### config.mk
export PLATFORM = sky130hd
export DESIGN_NAME = fill_seal_ctrl_flat
export DESIGN_NICKNAME = d
export VERILOG_FILES = /design/src/rtl/fill_seal_ctrl_if.sv /design/src/rtl/fill_seal_ctrl.sv /design/src/flat_wrapper.sv
export SDC_FILE = /design/constraint.sdc
export NUM_CORES = 1
export LEC_CHECK = 0
export BUFFER_PORTS_ARGS = -buffer_cell sky130_fd_sc_hd__buf_2
export CAP_MARGIN = 20
export CORE_UTILIZATION = 25
export DETAILED_ROUTE_END_ITERATION = 10
export HOLD_SLACK_MARGIN = 0.03
export PLACE_DENSITY_LB_ADDON = 0.2
export SLEW_MARGIN = 20
export SYNTH_ARGS = -nofsm -noshare
export SYNTH_HDL_FRONTEND = slang
export SYNTH_SLANG_ARGS = --single-unit
### constraint.sdc
create_clock -name clk -period 2.1 [get_ports clk]
set_input_delay 0.105 -clock clk [delete_from_list [all_inputs] [get_ports clk]]
set_output_delay 0.105 -clock clk [all_outputs]
set_load 0.05 [all_outputs]
### src/rtl/fill_seal_ctrl_if.sv
// Operator-panel, sensor and actuator signals of the fill-and-seal station.
// The controller takes the slave side; the panel/plant model takes the master side.
interface fill_seal_ctrl_if;
  logic       en;
  logic       pg;
  logic       ch;
  logic       ro;
  logic       ack;
  logic       motor;
  logic       ev;
  logic       ved;
  logic       done;
  logic       erro;
  logic [7:0] count;

  modport master (
    output en, pg, ch, ro, ack,
    input  motor, ev, ved, done, erro, count
  );

  modport slave (
    input  en, pg, ch, ro, ack,
    output motor, ev, ved, done, erro, count
  );
endinterface

### src/rtl/fill_seal_ctrl.sv
// Bottle fill-and-seal station sequencer: convey, fill with timeout, seal for a
// fixed time, release, with a latched fault that needs an operator acknowledge.
module fill_seal_ctrl #(
  parameter int FILL_TMO = 1000,
  parameter int SEAL_CYC = 8,
  parameter int TMR_W    = 16
) (
  input  logic             clk,
  input  logic             rst,
  fill_seal_ctrl_if.slave  bus
);

  typedef enum logic [2:0] {
    IDLE    = 3'd0,
    CONVEY  = 3'd1,
    FILL    = 3'd2,
    SEAL    = 3'd3,
    RELEASE = 3'd4,
    FAULT   = 3'd5
  } state_t;

  localparam logic [TMR_W-1:0] FILL_LAST = TMR_W'(FILL_TMO - 1);
  localparam logic [TMR_W-1:0] SEAL_LAST = TMR_W'(SEAL_CYC - 1);

  state_t           state;
  logic [TMR_W-1:0] timer;
  logic             done;
  logic [7:0]       count;

  always_ff @(posedge clk or posedge rst) begin
    if (rst) begin
      state <= IDLE;
      timer <= '0;
      done  <= 1'b0;
      count <= 8'd0;
    end else begin
      done <= 1'b0;
      case (state)
        IDLE: begin
          if (bus.en) state <= CONVEY;
        end
        CONVEY: begin
          if (bus.pg) begin
            state <= FILL;
            timer <= '0;
          end else if (!bus.en) begin
            state <= IDLE;
          end
        end
        FILL: begin
          timer <= timer + 1'b1;
          // A full bottle with its stopper wins over a timeout on the same cycle.
          if (!bus.pg) begin
            state <= FAULT;
          end else if (bus.ch && bus.ro) begin
            state <= SEAL;
            timer <= '0;
          end else if (bus.ch) begin
            state <= FAULT;
          end else if (timer == FILL_LAST) begin
            state <= FAULT;
          end
        end
        SEAL: begin
          timer <= timer + 1'b1;
          if (!bus.pg) begin
            state <= FAULT;
          end else if (timer == SEAL_LAST) begin
            state <= RELEASE;
            done  <= 1'b1;
            count <= count + 8'd1;
          end
        end
        RELEASE: begin
          if (!bus.pg) state <= bus.en ? CONVEY : IDLE;
        end
        FAULT: begin
          // Acknowledge only clears once the faulty bottle has been removed.
          if (bus.ack && !bus.pg) state <= IDLE;
        end
        default: state <= IDLE;
      endcase
    end
  end

  assign bus.motor = (state == CONVEY) || (state == RELEASE);
  assign bus.ev    = (state == FILL);
  assign bus.ved   = (state == SEAL);
  assign bus.erro  = (state == FAULT);
  assign bus.done  = done;
  assign bus.count = count;

endmodule

### src/flat_wrapper.sv
// flat-port wrapper written by rule: the top's interface ports become plain ports
module fill_seal_ctrl_flat 
#(
  parameter int FILL_TMO = 1000,
  parameter int SEAL_CYC = 8,
  parameter int TMR_W    = 16
)
  (clk, rst, bus_en, bus_pg, bus_ch, bus_ro, bus_ack, bus_motor, bus_ev, bus_ved, bus_done, bus_erro, bus_count);
  fill_seal_ctrl_if bus_i ();
  input  logic clk;
  input  logic rst;
  input wire logic [$bits(bus_i.en)-1:0] bus_en;
  input wire logic [$bits(bus_i.pg)-1:0] bus_pg;
  input wire logic [$bits(bus_i.ch)-1:0] bus_ch;
  input wire logic [$bits(bus_i.ro)-1:0] bus_ro;
  input wire logic [$bits(bus_i.ack)-1:0] bus_ack;
  output wire logic [$bits(bus_i.motor)-1:0] bus_motor;
  output wire logic [$bits(bus_i.ev)-1:0] bus_ev;
  output wire logic [$bits(bus_i.ved)-1:0] bus_ved;
  output wire logic [$bits(bus_i.done)-1:0] bus_done;
  output wire logic [$bits(bus_i.erro)-1:0] bus_erro;
  output wire logic [$bits(bus_i.count)-1:0] bus_count;
  assign bus_i.en = bus_en;
  assign bus_i.pg = bus_pg;
  assign bus_i.ch = bus_ch;
  assign bus_i.ro = bus_ro;
  assign bus_i.ack = bus_ack;
  assign bus_motor = bus_i.motor;
  assign bus_ev = bus_i.ev;
  assign bus_ved = bus_i.ved;
  assign bus_done = bus_i.done;
  assign bus_erro = bus_i.erro;
  assign bus_count = bus_i.count;
  fill_seal_ctrl #(.FILL_TMO(FILL_TMO), .SEAL_CYC(SEAL_CYC), .TMR_W(TMR_W)) u_core (.clk(clk), .rst(rst), .bus(bus_i));
endmodule
; ---- Yosys cells after proc, flatten, opt, wreduce, memory -nomap -nowiden
; Index checks and enable logic that the tools add are counted.
[totals]
wordCells = 49
ff_bits = 28
output_inout_bits = 13
[op_classes]
muxes = 20
n_eq_ne = 14
n_reduce_logical = 9
addsub = 2
[op_table]
columns = operator, count
row1 = 2-to-1 mux 16 bit, 3
row2 = one-hot mux 16 bit (3 select lines), 1
row3 = 2-to-1 mux 3 bit, 11
row4 = one-hot mux 3 bit (6 select lines), 1
row5 = "adder 16 x 1 -> 16 bit, second input constant", 1
row6 = "equality test 16 x 10 -> 1 bit, second input constant", 1
row7 = "equality test 16 x 3 -> 1 bit, second input constant", 1
row8 = "adder 8 x 1 -> 8 bit, second input constant", 1
row9 = "equality test 3 x 2 -> 1 bit, second input constant", 2
row10 = "equality test 3 bit, second input constant", 2
row11 = "!= test 2 bit, second input constant", 3
row12 = AND reduction 6 bit, 1
row13 = "!= test 5 x 3 -> 1 bit, second input constant", 1
row14 = 2-to-1 mux 1 bit, 4
row15 = "equality test 3 x 1 -> 1 bit, second input constant", 1
row16 = logical NOT 3 bit, 1
row17 = "!= test 3 x 2 -> 1 bit, second input constant", 1
row18 = "!= test 3 bit, second input constant", 1
row19 = AND reduction 3 bit, 1
row20 = nonzero test 3 bit, 1
row21 = logical AND 1 bit, 2
row22 = "!= test 2 x 1 -> 1 bit, second input constant", 1
row23 = AND reduction 2 bit, 1
row24 = logical NOT 1 bit, 1
row25 = logical OR 1 bit, 1

; ---- Depth between registers and ports, before layout
; Gate-level depths: netlist (run 1).
[logic_depth]
ltp_word = 6
ltp_mapped = 7
mapped_depth_nobuf = 6

; ---- Least setup slack after synthesis (run 1)
; Ideal clock, no wire load.
[synth_timing]
path_type = reg-to-reg
startpoint = register u_core.state[2]
endpoint = register u_core.state[0]
setup_slack_ns = 0.060
setup_ns = 0.131
t_arrival_ns = 1.909
n_path_buf = 1
t_required_ns = 1.969
path_stages_with_launch = 7
path_cell_list = dfrtp_1 > clkbuf_1 > nand2b_1 > nor2_1 > and4b_1 > a21oi_1 > mux2i_1
[synth_via]
elab_chain_cells = 3
[synth_rtl]
columns = element, line
row1 = start: declaration, fill_seal_ctrl.sv:25  ; state_t state;
row2 = start signal: assignment, fill_seal_ctrl.sv:75  ; if (!bus.pg) state <= bus.en ? CONVEY : IDLE;
row3 = equality test 3 x 2 -> 1 bit (*), n/a
row4 = named net bus_ev, flat_wrapper.sv:18  ; output wire logic [$bits(bus_i.ev)-1:0] bus_ev;
row5 = != test 5 x 3 -> 1 bit (no source line), n/a
row6 = AND reduction 6 bit (no source line), n/a
; The timed path passes the listed nets; every way through them passes the cells marked *.
; A chain may end at the register's enable or synchronous reset.

; ---- Worst setup path in the final report (run 1)
[layout_timing]
startpoint = register u_core.timer[6]
endpoint = register u_core.timer[15]
[layout_via]
elab_chain_cells = 4
[layout_rtl]
columns = element, line
row1 = start: declaration, fill_seal_ctrl.sv:26  ; logic [TMR_W-1:0] timer;
row2 = start signal: assignment, fill_seal_ctrl.sv:51  ; timer <= timer + 1'b1;
row3 = start signal: assignment, fill_seal_ctrl.sv:65  ; timer <= timer + 1'b1;
row4 = adder 16 x 1 -> 16 bit (*), "fill_seal_ctrl.sv:51, fill_seal_ctrl.sv:65"
row5 = 2-to-1 mux 16 bit, fill_seal_ctrl.sv:55  ; end else if (bus.ch && bus.ro) begin
row6 = 2-to-1 mux 16 bit, fill_seal_ctrl.sv:53  ; if (!bus.pg) begin
row7 = one-hot mux 16 bit (3 select lines) (*), fill_seal_ctrl.sv:38  ; case (state)
; Every way passes the cells marked *; elsewhere a longest branch is shown, timed or not.

==> results of run 1 <==
==> area by class of cell <==
type	instances	area, sq um	share of cell area [%]
Clock inverter	1	30.03	1.655
Sequential cell	28	700.7	38.62
Inverter	6	22.52	1.241
Tap cell	75	93.84	5.172
Timing Repair Buffer	24	135.1	7.448
Multi-Input combinational cell	131	790.8	43.59
Clock buffer	3	41.29	2.276
==> worst register-to-register path, cell delays in order, from the launching register on <==
cell	delay (ns)
dfrtp_1	0.51
and4_4	0.30
nor4b_4	0.29
nand3_2	0.13
or4_1	0.43
nand3_1	0.10
==> synth_stat cells <==
cell / n / area, sq um
inv_1: 6 / 22.52
or2_2: 1 / 6.260
and2_1: 2 / 12.51
and4_1: 1 / 8.760
o31ai_1: 3 / 22.52
nor3_1: 2 / 10.01
or4_1: 1 / 7.510
and4b_1: 1 / 10.01
and4_4: 1 / 11.26
nor4_1: 2 / 12.51
nor4b_1: 1 / 8.760
nor2b_1: 2 / 12.51
nor2_1: 14 / 52.55
nand2b_1: 2 / 12.51
o21ai_0: 20 / 100.1
buf_4: 1 / 7.510
mux2i_1: 1 / 10.01
a211oi_1: 1 / 7.510
o211ai_1: 2 / 15.01
xnor2_1: 7 / 61.31
mux2_2: 1 / 11.26
a22o_1: 1 / 8.760
and4bb_2: 1 / 12.51
a21oi_1: 7 / 35.03
a31oi_1: 4 / 25.02
ha_1: 2 / 25.02
nand3_2: 2 / 20.02
nor2_2: 1 / 6.260
nand2_1: 22 / 82.58
and2_2: 1 / 7.510
nand4b_1: 1 / 8.760
clkbuf_1: 4 / 15.01
nor3b_1: 1 / 7.510
o21a_1: 1 / 7.510
nand4_1: 7 / 43.79
buf_2: 2 / 10.01
xor2_1: 3 / 26.28
nand3_1: 9 / 45.04
nor4b_4: 1 / 23.77
o22ai_1: 2 / 12.51
dfrtp_1: 28 / 700.7
==> per-layer routing <==
metal	track usage, %	vias up	routed length (um)
met3	3.068	4	119
met4	2.143	0	23
met2	16.95	19	1484
li1	-	655	-
met5	0	-	0
met1	16.74	592	1833
==> flip-flops by register name, indices dropped and copies added (netlist names) <==
signal and flops:
u_core.timer 16, u_core.bus.count 8, u_core.state 3, u_core.bus.done 1
==> cells by family after synthesis <==
family / Yosys count / synth area share (%)
simple gates: 76 / 27.35
compound gates: 41 / 15.13
flops: 28 / 45.31
buf+inv: 13 / 3.560
xor+xnor: 10 / 5.664
mux: 2 / 1.375
fa+ha+maj: 2 / 1.618
==> power breakdown <==
part / internal (mW) / total [mW] / switching (mW)
clock: 0.256 / 0.436 / 0.180
combinational: 0.223 / 0.680 / 0.456
sequential: 0.593 / 0.670 / 0.0767
total: 1.07 / 1.79 / 0.713
==> stage by stage <==
stage | hold slack, ns | utilization [%] | area, sq um | power [mW]
after global placement | 0.1981 | 29.10 | 1733 | 1.368
after global routing | 0.1734 | 30.46 | 1814 | 1.915
after CTS | 0.1502 | 30.46 | 1814 | 1.813
after floorplan | 0.1704 | - | 1546 | 1.183
final | 0.1587 | 30.46 | 1814 | 1.785
after detailed placement | 0.1984 | 29.10 | 1733 | 1.363
==> timing repair <==
item / CTS / global route
hold endpoints to repair: 28 / 0
gates resized for setup: 0 / 0
hold buffers: 1 / 0
==> final timing paths <==
| kind | to | slack (ns) | depth (start not counted) |
|---|---|---|---|
| max in group asynchronous | u_core.timer[10]$_DFFE_PP0P_ | 1.40 | 4 |
| hold / removal | u_core.state[0]$_DFFE_PP0P_ | 0.16 | 3 |
| setup reg to reg | u_core.timer[15]$_DFFE_PP0P_ | 0.28 | 5 |
| hold reg to reg | u_core.bus.count[7]$_DFFE_PP0P_ | 0.47 | 1 |
| min in group asynchronous | u_core.bus.count[4]$_DFFE_PP0P_ | 0.42 | 4 |
| setup / recovery | u_core.timer[15]$_DFFE_PP0P_ | 0.28 | 5 |
==> summary.txt, run 1 <==
Pre-antenna DRT Iters -> 4
relative slew slack -> 70.04%
clock sink count -> 28
Detail Placement HPWL -> 2485 um
final hold violations -> 0
initial core utilization -> 25.97%
RSZ-0062 raised after global routing -> false
antenna viol nets, final -> 0
NumNets Final -> 203
final setup margin -> 0.2759 ns
DRC viols -> 0
Worst EP arrival -> 2.04 ns
total leakage power -> 0.7903 nW
Critical Path Max Stage Delay -> 0.51 ns
# diodes -> 0
post-CTS setup buffers -> 0
via count -> 1,270
I/O pin total -> 20
Crit. Startpoint -> u_core.timer[6]$_DFFE_PP0P_
post-synthesis register bit count -> 28
Die H -> 80.65 um
Crit Path Class -> reg -> reg
synth unique cells -> 41
Mapped Area -> 0.001546 sq mm
first-pass GRT wire length -> 5747 um
number of buffers inserted by port buffering -> 19
worst vdd ir -> 0.4445 mV
Crit-path slowest cell -> dfrtp_1
largest net degree at the start of global routing -> 29
GPL Wtd Cong -> 0.7246
pre-CTS WS -> 0.2724 ns
data required time of the worst path -> 2.32 ns
PwrDens -> 983.9 mW/mm^2
CTS tree -> done
worst path bufs/invs -> 0
commonest non-fill, non-tap cells in the layout -> 28 x dfrtp_1, 22 x nand2_1, 20 x o21ai_0
Core ar. -> 0.005956 sq mm
critical path peak fanout -> 9
Final Cycle Share -> 86.86%
most common cell after layout, fill and taps aside -> dfrtp_1
Clock Latency Late Sink -> 0.28 ns
nature of the critical path startpoint -> register
Setup-failing EPs final -> 0
RR Startpoint -> u_core.timer[6]$_DFFE_PP0P_
Total Routed Length -> 3460 um
number of core rows -> 28
initial antenna violation count -> 0
family with the most delay on the worst path -> simple AND/OR/NAND/NOR gates
GRT Overall Usage -> 11.52%
Critical Path, Cell by Cell -> and4_4 > nor4b_4 > nand3_2 > or4_1 > nand3_1
Yosys warnings -> 0
Clock Path Buffers -> 2
FILL cells -> 638
routed length per instance -> 12.91 um
Worst Skew -> 0.002869 ns
Post-Synthesis Cells -> 172
vias per std cell -> 4.739
Worst Max-Slew Pin Slew -> 0.4494 ns
setup TNS -> 0 ns
total die area -> 0.006504 sq mm
Pins Over Slew Limit -> 0
total CTS buffers -> 3
FMAX -> 548.2 MHz
chip width -> 80.65 um
Hold WC Path Type -> in -> reg
Setup crit end kind -> register
Clk pin slew, worst setup/hold paths -> 0.10 ns
Final min period -> 1.824 ns
post-synthesis sequential area ratio -> 45.31%
Clock Tree Root -> clkbuf_8
layout cell share with drive strength beyond 1 -> 18.65%
min-delay src -> bus_en
Cells after DPL -> 263
Post-Layout Cell Count -> 268
Synth Area per Inst -> 8.991 sq um
area grow syn2layout -> 17.31%
H-Tree Depth -> 1
max cap viols -> 0
1st-iter DRT viols -> 37
total grt overflow -> 0
Net Count, Synth -> 181
vias in the first global route -> 1,169
run status -> completed
No activity file was read; power rests on OpenSTA's default activity.
==> run 2: changes to the inputs <==
Settings changed: CELL_PAD_IN_SITES_DETAIL_PLACEMENT from default to 0, CELL_PAD_IN_SITES_GLOBAL_PLACEMENT from default to 1, PLACE_DENSITY_LB_ADDON 0.2 to 0.08.
==> run 2 against run 1 <==
  * Register-to-register slack worse by 0.06 ns
  * Largest power group unchanged
  * Via count is 7.8% higher
  * Design area is 0.90% lower
  * Wire length is 13% higher
  * Global-route usage is 2.0 points higher
  * Worst hold slack better by 0.00071 ns
  * Sequential cell count stayed put
  * Critical endpoint is now u_core.bus.count[1]$_DFFE_PP0P_
  * Utilization is 0.27 points lower
==> summary.txt, run 2 (synthesis gave the netlist of run 1 again) <==
worst vdd ir -> 0.2694 mV
Crit-path slowest cell -> dfrtp_1
chip width -> 80.65 um
final hold violations -> 0
FMAX -> 531.5 MHz
critical path peak fanout -> 9
layout cell share with drive strength beyond 1 -> 18.65%
# diodes -> 0
clock group share of total power -> 20.5%
largest net degree at the start of global routing -> 29
initial core utilization -> 25.97%
Core ar. -> 0.005956 sq mm
Die H -> 80.65 um
relative slew slack -> 67.50%
total leakage power -> 0.7837 nW
run status -> completed
DRC viols -> 0
max cap viols -> 0
family with the most delay on the worst path -> simple AND/OR/NAND/NOR gates
Post-Layout Cell Count -> 268
Total Routed Length -> 3924 um
Clk pin slew, worst setup/hold paths -> 0.10 ns
number of flip-flops in the largest register -> 16
Worst Max-Slew Pin Slew -> 0.4875 ns
Critical Path Max Stage Delay -> 0.40 ns
most common cell after layout, fill and taps aside -> dfrtp_1
number of buffers inserted by port buffering -> 19
Critical Path, Cell by Cell -> ha_1 > and4bb_2 > nand4_1 > nor2_2 > mux2_2
area grow syn2layout -> 16.26%
Crit Path Class -> reg -> reg
total power -> 1.733 mW
Most flops, register -> u_core.timer
GRT Overall Usage -> 13.49%
Worst EP arrival -> 2.05 ns
I/O pin total -> 20
Final Util -> 30.19%
commonest non-fill, non-tap cells in the layout -> 28 x dfrtp_1, 22 x nand2_1, 20 x o21ai_0
Clock Latency Late Sink -> 0.28 ns
Clock Path Buffers -> 2
Reg area -> 700.7 sq um
total die area -> 0.006504 sq mm
number of core rows -> 28
routed length per instance -> 14.64 um
Internal -> 0.9886 mW
Final min period -> 1.881 ns
Cells after DPL -> 263
vias in the first global route -> 1,312
Comb power frac -> 41.9%
Net Switching -> 0.7442 mW
via count -> 1,369
CTS tree -> done
Multi-input gate area -> 790.8 sq um
worst path bufs/invs -> 0
Resized cells post-CTS -> 0
Top Registers -> u_core.timer: 16 flops, u_core.bus.count: 8 flops, u_core.state: 3 flops
Detail Placement HPWL -> 2739 um
first-pass GRT wire length -> 6624 um
Seq pwr share -> 37.7%
GPL Wtd Cong -> 0.7341
Hold WC Path Type -> in -> reg
setup TNS -> 0 ns
NumNets Final -> 203
Clock Tree Root -> clkbuf_8
Sw Share -> 42.95%
Pins Over Slew Limit -> 0
H-Tree Depth -> 1
Setup-failing EPs final -> 0
clock sink count -> 28
hold buffer count at cts -> 1
Pre-antenna DRT Iters -> 4
Final Cycle Share -> 89.59%
FILL cells -> 638
total CTS buffers -> 3
Worst Skew -> 0.007784 ns
Setup crit end kind -> register
RSZ-0062 raised after global routing -> false
initial antenna violation count -> 0
1st-iter DRT viols -> 31
PwrDens -> 963.7 mW/mm^2
antenna viol nets, final -> 0
vias per std cell -> 5.108
post-CTS setup buffers -> 0
nature of the critical path startpoint -> register
data required time of the worst path -> 2.27 ns
total grt overflow -> 0
run 2: cell count changes in the layout (fill, tap and decap cells not counted):
cell	previous run	this run
clkbuf_8	3	4
bufinv_16	1	0
run 2: tightest hold or removal path: cells and delay by family:
kind,cells,cell delay [ns]
AOI/OAI and AO/OA,1,0.07
buffers and inverters,1,0.11
muxes,1,0.12
run 2: worst paths after layout:
kind,start,endpoint,slack (ns),cells past startpoint
min in group asynchronous,rst,u_core.timer[15]$_DFFE_PP0P_,0.42,4
min,bus_en,u_core.state[0]$_DFFE_PP0P_,0.16,3
max,u_core.timer[0]$_DFFE_PP0P_,u_core.bus.count[1]$_DFFE_PP0P_,0.22,5
max reg2reg,u_core.timer[0]$_DFFE_PP0P_,u_core.bus.count[1]$_DFFE_PP0P_,0.22,5
min reg2reg,u_core.bus.count[7]$_DFFE_PP0P_,u_core.bus.count[7]$_DFFE_PP0P_,0.47,1
max in group asynchronous,rst,u_core.timer[2]$_DFFE_PP0P_,1.39,4
run 2: layout make-up:
type	count	share of cell area (%)
Multi-Input combinational cell	131	43.98
Inverter	6	1.253
Sequential cell	28	38.97
Clock buffer	4	3.062
Tap cell	75	5.219
Timing Repair Buffer	24	7.516
run 2: metal layers:
metal  vias up  wire length [um]  GRT usage (%)
li1        655                 -              -
met1       686              1859          17.38
met2        26              1906          23.22
met3         2               141          3.068
met4         0                16          1.964
met5         -                 0              0
run 2: metrics by stage:
step | cell area (sq um) | hold slack [ns] | worst slack (ns)
3_5_place_dp | 1733 | 0.2070 | 0.2423
4_1_cts | 1798 | 0.1492 | 0.2023
6_report | 1798 | 0.1594 | 0.2186
2_1_floorplan | 1546 | 0.1704 | 0.06013
5_1_grt | 1798 | 0.1676 | 0.05673
3_3_place_gp | 1733 | 0.2007 | 0.2603
run 2: power by group through the flow:
stage | Sequential (mW) | Combinational [mW] | Clock (mW)
CTS | 0.652 | 0.731 | 0.374
detailed placement | 0.660 | 0.731 | 0
global placement | 0.662 | 0.718 | 0
floorplan | 0.645 | 0.538 | 0
global route | 0.663 | 0.811 | 0.394
finish | 0.653 | 0.725 | 0.355
